## src/rtl/freq_spi_readout.sv

```systemverilog
// freq_spi_readout: snapshots a bus of frequency counts and exposes them,
// plus a few identification/status bytes, through a mode-0 SPI slave
// running entirely in the sys_clk domain.
module freq_spi_readout #(
    parameter int CH_NUM = 2,
    parameter int CNT_W  = 28
) (
    input  logic                    sys_clk,
    input  logic                    sys_rst_n,
    input  logic [CH_NUM*CNT_W-1:0] freq_bus,
    input  logic                    calc_flag,
    input  logic                    spi_sclk,
    input  logic                    spi_cs_n,
    input  logic                    spi_mosi,
    output logic                    spi_miso,
    output logic                    snap_valid,
    output logic                    busy
);

    localparam logic [7:0] ID_BYTE = 8'h46;

    typedef enum logic {SLOT_ADDR, SLOT_DATA} slot_t;

    logic                    sclk_meta, sclk_s, sclk_prev;
    logic                    mosi_meta, mosi_s;
    logic                    cs_meta, cs_s;
    logic [1:0]              sync_fill;
    logic                    armed;
    logic                    calc_prev;
    logic                    pending;
    logic [7:0]              snap_seq;
    logic [CH_NUM*CNT_W-1:0] snap_bus;
    logic [7:0]              addr;
    logic [2:0]              bit_cnt;
    logic [6:0]              rx_sr;
    logic [7:0]              tx_sr;
    logic                    load_pending;
    slot_t                   slot;
    logic [7:0]              rd_byte;
    logic [31:0]             word;

    logic cs_act, cs_fall, sclk_rise, sclk_fall, calc_rise;

    // CS only counts as active once it has been seen high after reset,
    // so a transaction already running at reset release is ignored.
    assign cs_act    = armed & ~cs_s;
    assign cs_fall   = cs_act & ~busy;
    assign sclk_rise = cs_act & sclk_s & ~sclk_prev;
    assign sclk_fall = cs_act & ~sclk_s & sclk_prev;
    assign calc_rise = calc_flag & ~calc_prev;
    assign spi_miso  = tx_sr[7];

    // Two-stage synchronisers plus edge-history registers; CS stages preset
    // high so reset looks like "not selected".
    always_ff @(posedge sys_clk or negedge sys_rst_n) begin
        if (!sys_rst_n) begin
            sclk_meta <= 1'b0;
            sclk_s    <= 1'b0;
            sclk_prev <= 1'b0;
            mosi_meta <= 1'b0;
            mosi_s    <= 1'b0;
            cs_meta   <= 1'b1;
            cs_s      <= 1'b1;
            sync_fill <= 2'd0;
            armed     <= 1'b0;
            busy      <= 1'b0;
            calc_prev <= 1'b1;
        end else begin
            sclk_meta <= spi_sclk;
            sclk_s    <= sclk_meta;
            sclk_prev <= sclk_s;
            mosi_meta <= spi_mosi;
            mosi_s    <= mosi_meta;
            cs_meta   <= spi_cs_n;
            cs_s      <= cs_meta;
            if (!sync_fill[1]) begin
                sync_fill <= sync_fill + 2'd1;
            end
            armed     <= armed | (cs_s & sync_fill[1]);
            busy      <= cs_act;
            calc_prev <= calc_flag;
        end
    end

    // Snapshot capture: requests are held pending and applied only while no
    // transaction is in progress, so a master never sees data change mid-read.
    always_ff @(posedge sys_clk or negedge sys_rst_n) begin
        if (!sys_rst_n) begin
            pending    <= 1'b0;
            snap_seq   <= 8'h00;
            snap_bus   <= '0;
            snap_valid <= 1'b0;
        end else if (pending && !cs_act) begin
            snap_bus   <= freq_bus;
            snap_seq   <= snap_seq + 8'd1;
            snap_valid <= 1'b1;
            pending    <= calc_rise;
        end else if (calc_rise) begin
            pending <= 1'b1;
        end
    end

    // Register map decode for the byte at the current address.
    always_comb begin
        rd_byte = 8'h00;
        word    = 32'h0;
        case (addr)
            8'h00:   rd_byte = ID_BYTE;
            8'h01:   rd_byte = 8'(CH_NUM);
            8'h02:   rd_byte = 8'(CNT_W);
            8'h03:   rd_byte = snap_seq;
            8'h04:   rd_byte = {7'b0, snap_valid};
            default: begin
                for (int k = 0; k < CH_NUM; k++) begin
                    if (addr[7:2] == 6'(4 + k)) begin
                        word[CNT_W-1:0] = snap_bus[k*CNT_W +: CNT_W];
                        case (addr[1:0])
                            2'd0:    rd_byte = word[7:0];
                            2'd1:    rd_byte = word[15:8];
                            2'd2:    rd_byte = word[23:16];
                            default: rd_byte = word[31:24];
                        endcase
                    end
                end
            end
        endcase
    end

    // SPI slave: first byte sets the address, every completed byte queues a
    // load of the next register byte onto the following SCLK fall.
    always_ff @(posedge sys_clk or negedge sys_rst_n) begin
        if (!sys_rst_n) begin
            addr         <= 8'h00;
            bit_cnt      <= 3'd0;
            rx_sr        <= 7'h00;
            tx_sr        <= 8'h00;
            load_pending <= 1'b0;
            slot         <= SLOT_ADDR;
        end else if (!cs_act) begin
            bit_cnt      <= 3'd0;
            rx_sr        <= 7'h00;
            tx_sr        <= 8'h00;
            load_pending <= 1'b0;
            slot         <= SLOT_ADDR;
        end else if (cs_fall) begin
            bit_cnt      <= 3'd0;
            rx_sr        <= 7'h00;
            tx_sr        <= snap_seq;
            load_pending <= 1'b0;
            slot         <= SLOT_ADDR;
        end else if (sclk_rise) begin
            rx_sr   <= {rx_sr[5:0], mosi_s};
            bit_cnt <= bit_cnt + 3'd1;
            if (bit_cnt == 3'd7) begin
                load_pending <= 1'b1;
                if (slot == SLOT_ADDR) begin
                    addr <= {rx_sr, mosi_s};
                    slot <= SLOT_DATA;
                end
            end
        end else if (sclk_fall) begin
            if (load_pending) begin
                tx_sr        <= rd_byte;
                addr         <= addr + 8'd1;
                load_pending <= 1'b0;
            end else begin
                tx_sr <= {tx_sr[6:0], 1'b0};
            end
        end
    end

endmodule

```

## config.mk

```make
export PLATFORM = sky130hd
export DESIGN_NAME = freq_spi_readout
export DESIGN_NICKNAME = d
export VERILOG_FILES = /design/src/rtl/freq_spi_readout.sv
export SDC_FILE = /design/constraint.sdc
export NUM_CORES = 1
export LEC_CHECK = 0
export ABC_AREA = 1
export BUFFER_PORTS_ARGS = -buffer_cell sky130_fd_sc_hd__buf_2
export CAP_MARGIN = 20
export CORE_MARGIN = 2
export CORE_UTILIZATION = 28
export CTS_BUF_LIST = sky130_fd_sc_hd__clkbuf_8
export CTS_CLUSTER_DIAMETER = 120
export DETAILED_ROUTE_END_ITERATION = 10
export PLACE_DENSITY = 0.43
export SYNTH_ARGS = -nofsm -noshare
export SYNTH_HDL_FRONTEND = slang
export SYNTH_SLANG_ARGS = --single-unit
export TNS_END_PERCENT = 1
```

## constraint.sdc

```tcl
create_clock -name sys_clk -period 3.5 [get_ports sys_clk]
set_input_delay 0.525 -clock sys_clk [delete_from_list [all_inputs] [get_ports sys_clk]]
set_output_delay 0.525 -clock sys_clk [all_outputs]
set_load 0.01 [all_outputs]
```

* Word level (Yosys, flattened, before mapping) *
Index checks and enable logic that the tools add are counted.

cells by class
  add/sub/neg operators = 4
  equal/unequal tests = 17
  bitwise operators = 15
  multiplexer cells = 32
  reduce and logical (&&, ||, !) cells = 11

operators with widths
  cell                                                                    number
  8-bit two-way mux                                                       12
  8-bit one-hot mux with 3 select lines                                   2
  8-bit one-hot mux with 5 select lines                                   1
  7-bit two-way mux                                                       3
  8-bit by 1-bit adder with 8-bit output (second input constant)          2
  8-bit by 2-bit equality test with 1-bit output (second input constant)  2
  6-bit by 3-bit equality test with 1-bit output (second input constant)  2
  1-bit two-way mux                                                       10
  3-bit two-way mux                                                       3
  3-bit by 1-bit != test with 1-bit output (second input constant)        3
  1-bit bitwise AND                                                       8
  8-bit by 1-bit equality test with 1-bit output (second input constant)  1
  8-bit by 3-bit equality test with 1-bit output (second input constant)  1
  8-bit logical NOT                                                       1
  1-bit NOT                                                               6
  2-bit AND reduction                                                     3
  6-bit AND reduction                                                     1
  2-bit nonzero test                                                      3
  4-bit by 1-bit != test with 1-bit output (second input constant)        1
  4-bit by 3-bit != test with 1-bit output (second input constant)        1
  3-bit by 1-bit adder with 3-bit output (second input constant)          1
  3-bit equality test (second input constant)                             1
  3-bit != test (second input constant)                                   1
  2-bit by 1-bit adder with 2-bit output (second input constant)          1
  other kinds (9)                                                         9

word-level totals
  input bits = 62
  register bits after elaboration = 106

* Longest topological paths before layout *
Gate-level depths: netlist of the first run.

  depth in word-level cells = 10
  depth in mapped cells = 11
  depth with buffers taken out = 10

* Worst setup path before layout of the first run *
OpenSTA, ideal clock, no wires.

  kind = reg-to-reg
  start point = reg addr[0]
  end point = reg tx_sr[1]
  data arrival time = 1.422 ns
  buffers on the path = 2
  cell stages (with the launch flop) = 12
  path slack = 1.956 ns
  setup time = 0.122 ns
  data required time = 3.378 ns
  cells stage by stage = dfrtp_1 > inv_1 > ha_1 > buf_2 > buf_2 > nand2_1 > nand3_1 > nand3b_1 > nand3_1 > nand2_1 > nand2_1 > a21oi_1

on the way
  word-level cells in the longest chain between the ends = 10
  elaborated cells between the ends (all ways) = 18

ends and longest elaborated chain
  element                                            RTL line  RTL
  from (decl)                                        33        logic [7:0] addr;
  from (signal assigned)                             157       addr <= {rx_sr, mosi_s};
  from (signal assigned)                             164       addr <= addr + 8'd1;
  2-bit equality test, or another cell as far along  117       case (addr[1:0])
  8-bit one-hot mux with 3 select lines              117
  8-bit two-way mux (2 in a row)                     115       if (addr[7:2] == 6'(4 + k)) begin
  8-bit one-hot mux with 5 select lines (*)          107       case (addr)
  8-bit two-way mux (*)                              162       if (load_pending) begin
  8-bit two-way mux (*)                              161       end else if (sclk_fall) begin
  8-bit two-way mux (*)                              151       end else if (sclk_rise) begin
  8-bit two-way mux (*)                              145       end else if (cs_fall) begin
  8-bit two-way mux (*)                              139       end else if (!cs_act) begin
  to (signal assigned)                               148       tx_sr <= snap_seq;
  to (signal assigned)                               163       tx_sr <= rd_byte;
  to (signal assigned)                               167       tx_sr <= {tx_sr[6:0], 1'b0};
  to (decl)                                          36        logic [7:0] tx_sr;

Every way passes the cells marked *; elsewhere a longest branch is shown, timed or not. The select of a mux whose other input is x is not followed.
A chain may end at the register's enable or synchronous reset.

* Worst setup path in the final report of the first run *
  start point = reg addr[0]
  end point = reg tx_sr[0]

Same word-level chain as after synthesis.

==> results_dict.tcl, run 1 <==
set metrics [dict create \
    status "finished, final reports clean" \
    grtUsageTotal_pct 14.3 \
    nNetsFinal 778 \
    io_buffer_count 64 \
    cts_buffers 9 \
    yosysWarnings 0 \
    tightest_slew_ns 0.806 \
    initial_core_util_pct 28.7 \
    drv_slew 0 \
    ys_seq_elements 106 \
    postCtsSetupBuffers 0 \
    grt_max_degree 64 \
    clk_path_buf_depth 2 \
    clock_skew_ns 0.0147 \
    fin_crit_sh_pct 64.0 \
    htree_levels 3 \
    crit_path_start_kind "flop" \
    p_total_mw 3.04 \
    yosysTopAreaCellShare_pct 49.9 \
    hold_class "input pin to async pin" \
    clock.fmax_ghz 0.446 \
    io_pins 65 \
    power.density_nw_per_um2 517 \
    finalNonFillerCells 942 \
    die_area_um2 19500 \
    rsz0062_at_grt "no" \
    synth.most_common_cell "nand2_1" \
    antenna_cells 0 \
    postLayoutCoreUtil_pct 32.7 \
    grt_pass1_wl_um 22100 \
    gp_congestion 0.774 \
    drt_pass1_iterations 4 \
    wl_um 13100 \
    synth_nets 724 \
    vias 4184 \
    place_hpwl_um 9170 \
    drc_errors 0 \
    setup_viol 0 \
    vias_per_cell 4.44 \
    ys_async_sr_fraction_pct 100 \
    synth-main-ff-cell "dfrtp_1" \
    drive_gt1_share_pct 16.1 \
    netlist_top_cells_area "dfrtp_1 (50%), nand2_1 (20%), nand3_1 (4.7%)" \
    grt_util_met3_pct 4.13 \
    antenna_found_initial 0 \
    routedWlPerCell_um 13.9 \
    clk_pin_slew_ns 0.10 \
    syn_area_per_cell_um2 7.90 \
    die_height_um 140 \
    fin_crit_ns 2.24 \
    cts-root-buf "clkbuf_8" \
    rows 49 \
    cts_sinks 106 \
    synth_area_leader_cell "dfrtp_1" \
    critical_path_class "flop to flop" \
    synth_cells 654 \
    peakVddDrop_mv 0.288 \
    cts_tree "yes" \
    dpl.cell_count 926 \
    cap_violations 0 \
    slew-limit-headroom_pct 46.3 \
    grt_overflow 0 \
    ant_nets 0 \
    grtUsageMet1_pct 20.1 \
    hold_viol 0 \
    grt-busiest-layer "met2" \
    ys_seq_area_share_pct 51.4 \
    clk_latency_ns 0.40 \
    synth_enable_flop_cells 0 \
    die_w_um 140 \
    syn2layout_area_growth_pct 14.1 \
    grtUsageMet2_pct 21.9 \
    synth_cell_type_count 35 \
    cts_hold_buf 0 \
    syn_area_um2 5160 \
    initialDrtViolationCount 225 \
    p_leak_nw 2.94 \
    cts_resized 0 \
    endpoint_kind "flop" \
    setup_tns_ns 0 \
    grt_pass1_vias 4237 \
    path_max_fanout 17 \
    core_um2 18000 \
    worstPathRequired_ns 3.82 \
    cp.arrival_ns 2.57 \
    synthTopCellsByCount "nand2_1 (278), dfrtp_1 (103), nor2_1 (52), nand3_1 (48), inv_1 (37)" \
]
## report_power, final
| part | switching [mW] | internal, mW | total, mW | leakage (nW) |
|---|---|---|---|---|
| logic | 0.446 | 0.240 | 0.686 | 1.52 |
| registers | 0.150 | 1.41 | 1.56 | 1.32 |
| clock network | 0.457 | 0.337 | 0.794 | 0.100 |
## through the flow
step                instance area, um2  hold WS, ns  setup WS (ns)
CTS                               5890        0.175           1.24
floorplan                         5160        0.229           1.96
detailed placement                5690        0.342           1.28
finish                            5890        0.157           1.26
global placement                  5690        0.343           1.33
global route                      5890        0.192           1.03
## critical path, cell delays in order (launching register included)
cell     delay (ns)
dfrtp_1        0.45
inv_1          0.14
ha_1           0.69
nand2_1        0.13
nor2_1         0.26
inv_1          0.09
nand2_1        0.10
nor2_1         0.05
nand2_1        0.06
nand3_1        0.07
a21oi_1        0.13
## routing by layer
layer / vias up / share of wire, %
met5: - / 0
met2: 82 / 45
li1: 2159 / -
met1: 1933 / 49
met4: 0 / 0.99
met3: 10 / 4.7
## sequential cells by signal, summed over array words and instances (netlist names), 2 cells and up
name       count
addr           8
bit_cnt        3
rx_sr          7
snap_bus      56
snap_seq       8
sync_fill      2
tx_sr          8
## cell usage in the layout, fill, tap and decap left out, drive strengths merged
cell | synthesis | final
nand2 | 285 | 285
nand4 | 4 | 4
o22ai | 6 | 6
a21oi | 27 | 27
dfrtp | 103 | 103
nand3 | 49 | 49
ha | 8 | 8
o211ai | 1 | 1
or2 | 3 | 3
o21ai | 20 | 20
clkinv | 0 | 3
nor3b | 1 | 1
buf | 18 | 67
nand3b | 2 | 2
xor2 | 3 | 3
bufinv | 0 | 1
clkbuf | 6 | 9
a21o | 1 | 1
dfstp | 3 | 3
clkinvlp | 0 | 1
xnor2 | 4 | 4
inv | 42 | 44
nor2 | 62 | 62
a22oi | 4 | 4
nor3 | 2 | 2
## worst paths after layout
kind / start / endpoint / slack, ns / cells past startpoint
worst max-delay path: addr[0] / tx_sr[0] / 1.26 / 10
worst min-delay path: sys_rst_n / rx_sr[1] / 0.16 / 1
worst max register to register: addr[0] / tx_sr[0] / 1.26 / 10
worst min register to register: mosi_meta / mosi_s / 0.36 / 0
max in group asynchronous: sys_rst_n / snap_bus[27] / 2.60 / 2
min in group sys_clk: spi_cs_n / cs_meta / 0.23 / 1
## area by class of cell
type | instances | area, um2
Timing Repair Buffer | 67 | 358
Inverter | 42 | 163
Sequential cell | 106 | 2660
Fill cell | 1982 | 12100
Clock inverter | 7 | 77.6
Tap cell | 229 | 287
Multi-Input combinational cell | 482 | 2230
Clock buffer | 9 | 124
## cells by family after synthesis
| logic type | count (synthesis) | synth area share (%) |
|---|---|---|
| AOI/OAI and AO/OA | 59 | 6.25 |
| buffers and inverters | 66 | 5.45 |
| DFF | 106 | 51.4 |
| xor gates and xnor gates | 7 | 1.19 |
| adders and majority gates | 8 | 1.94 |
| and+or+nand+nor | 408 | 33.7 |
(Power assumes the default switching activity.)
==> inputs of run 2 (changes only) <==
ABC_AREA = 0   (was 1)
PLACE_DENSITY = 0.44   (was 0.43)
clock period = 2.2 ns   (was 3.5 ns; I/O delays follow)
==> results_dict.tcl, run 2 <==
set metrics [dict create \
    gp_congestion 0.781 \
    hold_end "mosi_meta" \
    fin_ws_ns 0.116 \
    cp.arrival_ns 2.37 \
    p_clk_share_pct 26.9 \
    hold_class "input pin to flop" \
    antenna_found_initial 0 \
    io_buffer_count 64 \
    p_leak_nw 2.49 \
    synth_nets 492 \
    synth_cells 422 \
    dpl_worst_slack_ns 0.136 \
    vias 3506 \
    synth.most_common_cell "dfrtp_1" \
    ant_nets 0 \
    clk_path_buf_depth 2 \
    drt_pass1_iterations 6 \
    status "finished, final reports clean" \
    setup_tns_ns 0 \
    synth_cell_type_count 45 \
    worst_r2r_path_depth 8 \
    syn2layout_area_growth_pct 18.9 \
    vias_per_cell 4.82 \
    slew-limit-headroom_pct 61.8 \
    drive_gt1_share_pct 33.4 \
    syn_area_um2 4860 \
    htree_levels 3 \
    synth-main-ff-cell "dfrtp_1" \
    wl_um 12000 \
    cts_sinks 106 \
    core_um2 17100 \
    drc_errors 0 \
    final_common_cell "dfrtp_1" \
    initial_core_util_pct 28.4 \
    netlist_top_cells_area "dfrtp_1 (53%), mux2_2 (13%), a21oi_1 (3.6%)" \
    routedWlPerCell_um 16.5 \
    clk_latency_ns 0.39 \
    internal_power_mw 3.02 \
    p_total_mw 4.23 \
    grt_max_degree 67 \
    rows 48 \
    largest_register "snap_bus" \
    ys_seq_elements 106 \
    syn_area_per_cell_um2 11.5 \
    hold_viol 0 \
    place_hpwl_um 8790 \
    initialDrtViolationCount 299 \
    critical_path_class "flop to flop" \
    finalNonFillerCells 728 \
    io_pins 65 \
    ys_async_sr_fraction_pct 100 \
    endpoint_kind "flop" \
    worstHoldStart "spi_mosi" \
    dpl.cell_count 709 \
    yosysWarnings 0 \
    grtUsageTotal_pct 14.0 \
    clock_skew_ns 0.0116 \
    path_max_fanout 12 \
    cts-root-buf "clkbuf_8" \
    grt_overflow 0 \
    fin_crit_ns 2.08 \
    die_area_um2 18400 \
    cap_violations 0 \
    fillers 1766 \
    setup_viol 0 \
    r2r_slack_ns 0.12 \
    cts_tree "yes" \
    ys_seq_area_share_pct 54.7 \
    die_height_um 136 \
    die_w_um 136 \
    grt_pass1_vias 3661 \
    crit_path_start_kind "flop" \
    power.switching_mw 1.21 \
    rr_startpoint "addr[0]" \
    antenna_cells 0 \
    peakVddDrop_mv 0.332 \
    swShare_pct 28.6 \
    power_frac_seq_pct 58.7 \
    tightest_slew_ns 0.572 \
    clock.fmax_ghz 0.480 \
    cts_buffers 9 \
    hold_slack_ns 0.0332 \
    synth_enable_flop_cells 0 \
    nNetsFinal 568 \
    final_cell_mix "dfrtp_1 (102), buf_2 (63), mux2_2 (56)" \
    worstReg2RegEnd "tx_sr[2]" \
    largest_reg_flops 56 \
    rsz0062_at_grt "no" \
    fin_crit_sh_pct 94.7 \
    power.density_nw_per_um2 733 \
    clk_pin_slew_ns 0.10 \
    worstPathRequired_ns 2.49 \
    whs_path_depth 1 \
    synth_area_leader_cell "dfrtp_1" \
    drv_slew 0 \
    grt_pass1_wl_um 19900 \
    p_comb_share_pct 14.4 \
    synthTopCellsByCount "dfrtp_1 (103), mux2_2 (56), nand2_1 (41), a21oi_1 (35), nand3_1 (16)" \
    yosysTopAreaCellShare_pct 53.1 \
]
run 2: cell types whose count changed after synthesis, moves of 6 or more:
cell / previous run / this run
mux2i_1: 0 / 8
inv_1: 37 / 7
mux2_2: 0 / 56
nand3_1: 48 / 16
a22oi_1: 3 / 11
nand2_1: 278 / 41
a21oi_1: 27 / 35
nand2b_1: 0 / 9
nor2_4: 6 / 0
nor2_1: 52 / 11
and3_1: 0 / 6
a222oi_1: 0 / 9
run 2: final cells by class:
type	count	area, um2	share of cell area, %
sequential	106	2660	46.0
tap	225	282	4.88
inverter	8	30.0	0.520
timing repair buffer	89	568	9.84
clock buffer	9	124	2.15
clock inverter	7	51.3	0.889
multi-input combinational	284	2060	35.7
run 2: routing by layer:
metal	wire (um)	GRT usage, %	up-vias	share of wire [%]
li1	-	-	1690	-
met1	5700	19.4	1725	48
met2	5520	21.7	76	46
met3	571	3.63	15	4.8
met4	196	4.17	0	1.6
met5	0	0	-	0
run 2: power by group through the flow:
stage | registers (mW) | logic, mW | clock network, mW
2_1_floorplan | 2.42 | 0.428 | 0
3_3_place_gp | 2.53 | 0.601 | 0
3_5_place_dp | 2.52 | 0.621 | 0
4_1_cts | 2.49 | 0.625 | 1.19
5_1_grt | 2.52 | 0.683 | 1.29
6_report | 2.48 | 0.611 | 1.14
run 2: logic make-up after synthesis:
family | Yosys count | share of synthesized area [%]
flops | 106 | 54.7
simple gates | 106 | 11.1
fa+ha+maj | 8 | 2.06
mux | 64 | 14.6
xor+xnor | 9 | 1.62
compound gates | 97 | 12.9
buf+inv | 32 | 2.94
run 2: metrics by stage:
stage | instance area (um2) | util (%)
after floorplan | 4860 | -
after global placement | 5560 | 32.5
after detailed placement | 5560 | 32.5
after CTS | 5760 | 33.6
after global routing | 5770 | 33.7
final | 5770 | 33.7
run 2: how the worst max path moves through the flow:
stage | start | endpoint | slack [ns] | cells after the start
after global routing | addr[0] | tx_sr[2] | 0.006 | 8
after global placement | addr[0] | tx_sr[4] | 0.26 | 8
after floorplan | addr[0] | tx_sr[2] | 0.32 | 9
after detailed placement | addr[1] | tx_sr[2] | 0.14 | 8
final | addr[0] | tx_sr[2] | 0.12 | 8
after CTS | addr[1] | tx_sr[2] | 0.12 | 8
run 2: what timing repair did:
action / CTS / global route
setup buffers: 0 / 0
hold buffers: 2 / 1
endpoints found under the setup margin: 0 / 3
resized for setup: 0 / 2
hold endpoints to repair: 7 / 1
run 2: worst max-delay path, cell delays in order, from the launching register on:
cell       delay, ns
dfrtp_1         0.39
buf_4           0.15
ha_1            0.25
buf_4           0.20
a222oi_1        0.37
mux2i_1         0.15
o2111ai_1       0.11
a31oi_1         0.10
a221o_1         0.26
==> inputs of run 3 (changes only) <==
==> constraint.sdc (replaced) <==
create_clock -name sys_clk -period 2.2 [get_ports sys_clk]
set_input_delay 0.66 -clock sys_clk [delete_from_list [all_inputs] [get_ports sys_clk]]
set_output_delay 0.66 -clock sys_clk [all_outputs]
set_load 0.01 [all_outputs]
==> results_dict.tcl, run 3 (same netlist as run 2, synthesis figures left out) <==
set metrics [dict create \
    status "finished, final reports clean" \
    drc_errors 0 \
    grtUsageMet1_pct 19.2 \
    routedWlPerCell_um 16.1 \
    internal_power_mw 3.25 \
    grtUsageMet2_pct 21.2 \
    finalNonFillerCells 728 \
    rows 48 \
    rsz0062_at_grt "no" \
    postCtsSetupBuffers 0 \
    p_comb_share_pct 13.7 \
    vias 3538 \
    die_w_um 136 \
    cts_resized 0 \
    cts_buffers 9 \
    place_hpwl_um 8760 \
    grt_max_degree 61 \
    grt_pass1_wl_um 19400 \
    core_um2 17100 \
    vias_per_cell 4.86 \
    drive_gt1_share_pct 33.6 \
    cts_tree "yes" \
    final_common_cell "dfrtp_1" \
    cp.arrival_ns 2.34 \
    power.density_nw_per_um2 766 \
    critical_path_class "flop to flop" \
    grt_util_met3_pct 2.77 \
    antenna_cells 0 \
    dpl.cell_count 712 \
    power_frac_seq_pct 55.7 \
    nNetsFinal 568 \
    slew-limit-headroom_pct 59.8 \
    grtUsageTotal_pct 13.7 \
    fillers 1768 \
    clock.fmax_ghz 0.481 \
    hold_viol 0 \
    die_area_um2 18400 \
    tightest_slew_ns 0.603 \
    path_max_fanout 5 \
    die_height_um 136 \
    io_buffer_count 64 \
    cts_hold_buf 0 \
    final_cell_mix "dfrtp_1 (102), buf_2 (63), mux2_2 (56)" \
    clk_path_buf_depth 2 \
    initialDrtViolationCount 279 \
    ant_nets 0 \
    largest_reg_flops 56 \
    io_pins 65 \
    gp_congestion 0.766 \
    fin_crit_sh_pct 94.5 \
    swShare_pct 27.0 \
    fin_crit_ns 2.08 \
    hold_class "input pin to async pin" \
    p_clk_share_pct 30.6 \
    worstPathRequired_ns 2.46 \
    cts_sinks 106 \
    htree_levels 3 \
    drt_pass1_iterations 4 \
    crit_slowest_cell "a222oi_1" \
    p_leak_nw 2.51 \
    ff_latch_area_um2 2660 \
    slowest_delay_ns 0.58 \
    clk_latency_ns 0.39 \
    wl_um 11700 \
    antenna_found_initial 0 \
    largest_register "snap_bus" \
    worstPathCellList "buf_4 > ha_1 > a222oi_1 > mux2i_1 > and3_1 > a21oi_1 > o21ai_0" \
    power.switching_mw 1.20 \
    setup_viol 0 \
    hold_slack_ns 0.111 \
    syn2layout_area_growth_pct 19.7 \
    cts-root-buf "clkbuf_8" \
    multi_input_area_um2 2060 \
    endpoint_kind "flop" \
    grt_pass1_vias 3633 \
    drv_slew 0 \
    crit_path_start_kind "flop" \
    clk_pin_slew_ns 0.11 \
    clock_skew_ns 0.0136 \
    p_total_mw 4.45 \
    grt-busiest-layer "met2" \
    initial_core_util_pct 28.4 \
    cap_violations 0 \
    setup_tns_ns 0 \
    peakVddDrop_mv 0.396 \
    grt_overflow 0 \
]
-- run 3: critical path: cells and delay by family (launching register included) --
kind	cells	cell delay (ns)
AO/OA/AOI/OAI	3	0.78
adder cells (fa/ha/maj)	1	0.26
AND/OR/NAND/NOR	1	0.22
flip-flops	1	0.39
buffers and inverters	1	0.15
multiplexers	1	0.15
-- run 3: area by class of cell --
| type | instances | share of cell area [%] |
|---|---|---|
| Sequential cell | 106 | 45.7 |
| Multi-Input combinational cell | 284 | 35.4 |
| Timing Repair Buffer | 89 | 9.64 |
| Tap cell | 225 | 4.84 |
| Clock buffer | 9 | 2.13 |
| Clock inverter | 7 | 1.74 |
| Inverter | 8 | 0.517 |
-- run 3: worst paths after layout --
kind,start,end,slack (ns),cells past startpoint
max,addr[0],tx_sr[5],0.12,7
max reg2reg,addr[0],tx_sr[5],0.12,7
min in group sys_clk,spi_cs_n,cs_meta,0.36,1
max in group asynchronous,sys_rst_n,snap_bus[6],1.46,2
min,sys_rst_n,snap_bus[21],0.11,1
min reg2reg,mosi_meta,mosi_s,0.36,0
-- run 3: power by group through the flow --
stage	sequential (mW)	combinational, mW	clock [mW]
floorplan	2.42	0.428	0
global placement	2.53	0.603	0
detailed placement	2.52	0.622	0
CTS	2.49	0.623	1.42
global route	2.52	0.686	1.49
finish	2.48	0.609	1.36
-- run 3: metrics by stage --
stage               instance area (um2)  worst slack (ns)  utilization, %
floorplan                          4860             0.325               -
global placement                   5590             0.211            32.6
detailed placement                 5590             0.153            32.6
CTS                                5810             0.121            34.0
global route                       5810            0.0131            34.0
finish                             5810             0.121            34.0
-- run 3: per-layer routing --
metal / part of all wire (%) / up-vias
li1: - / 1682
met1: 49 / 1774
met2: 46 / 72
met3: 3.6 / 10
met4: 1.2 / 0
met5: 0 / -
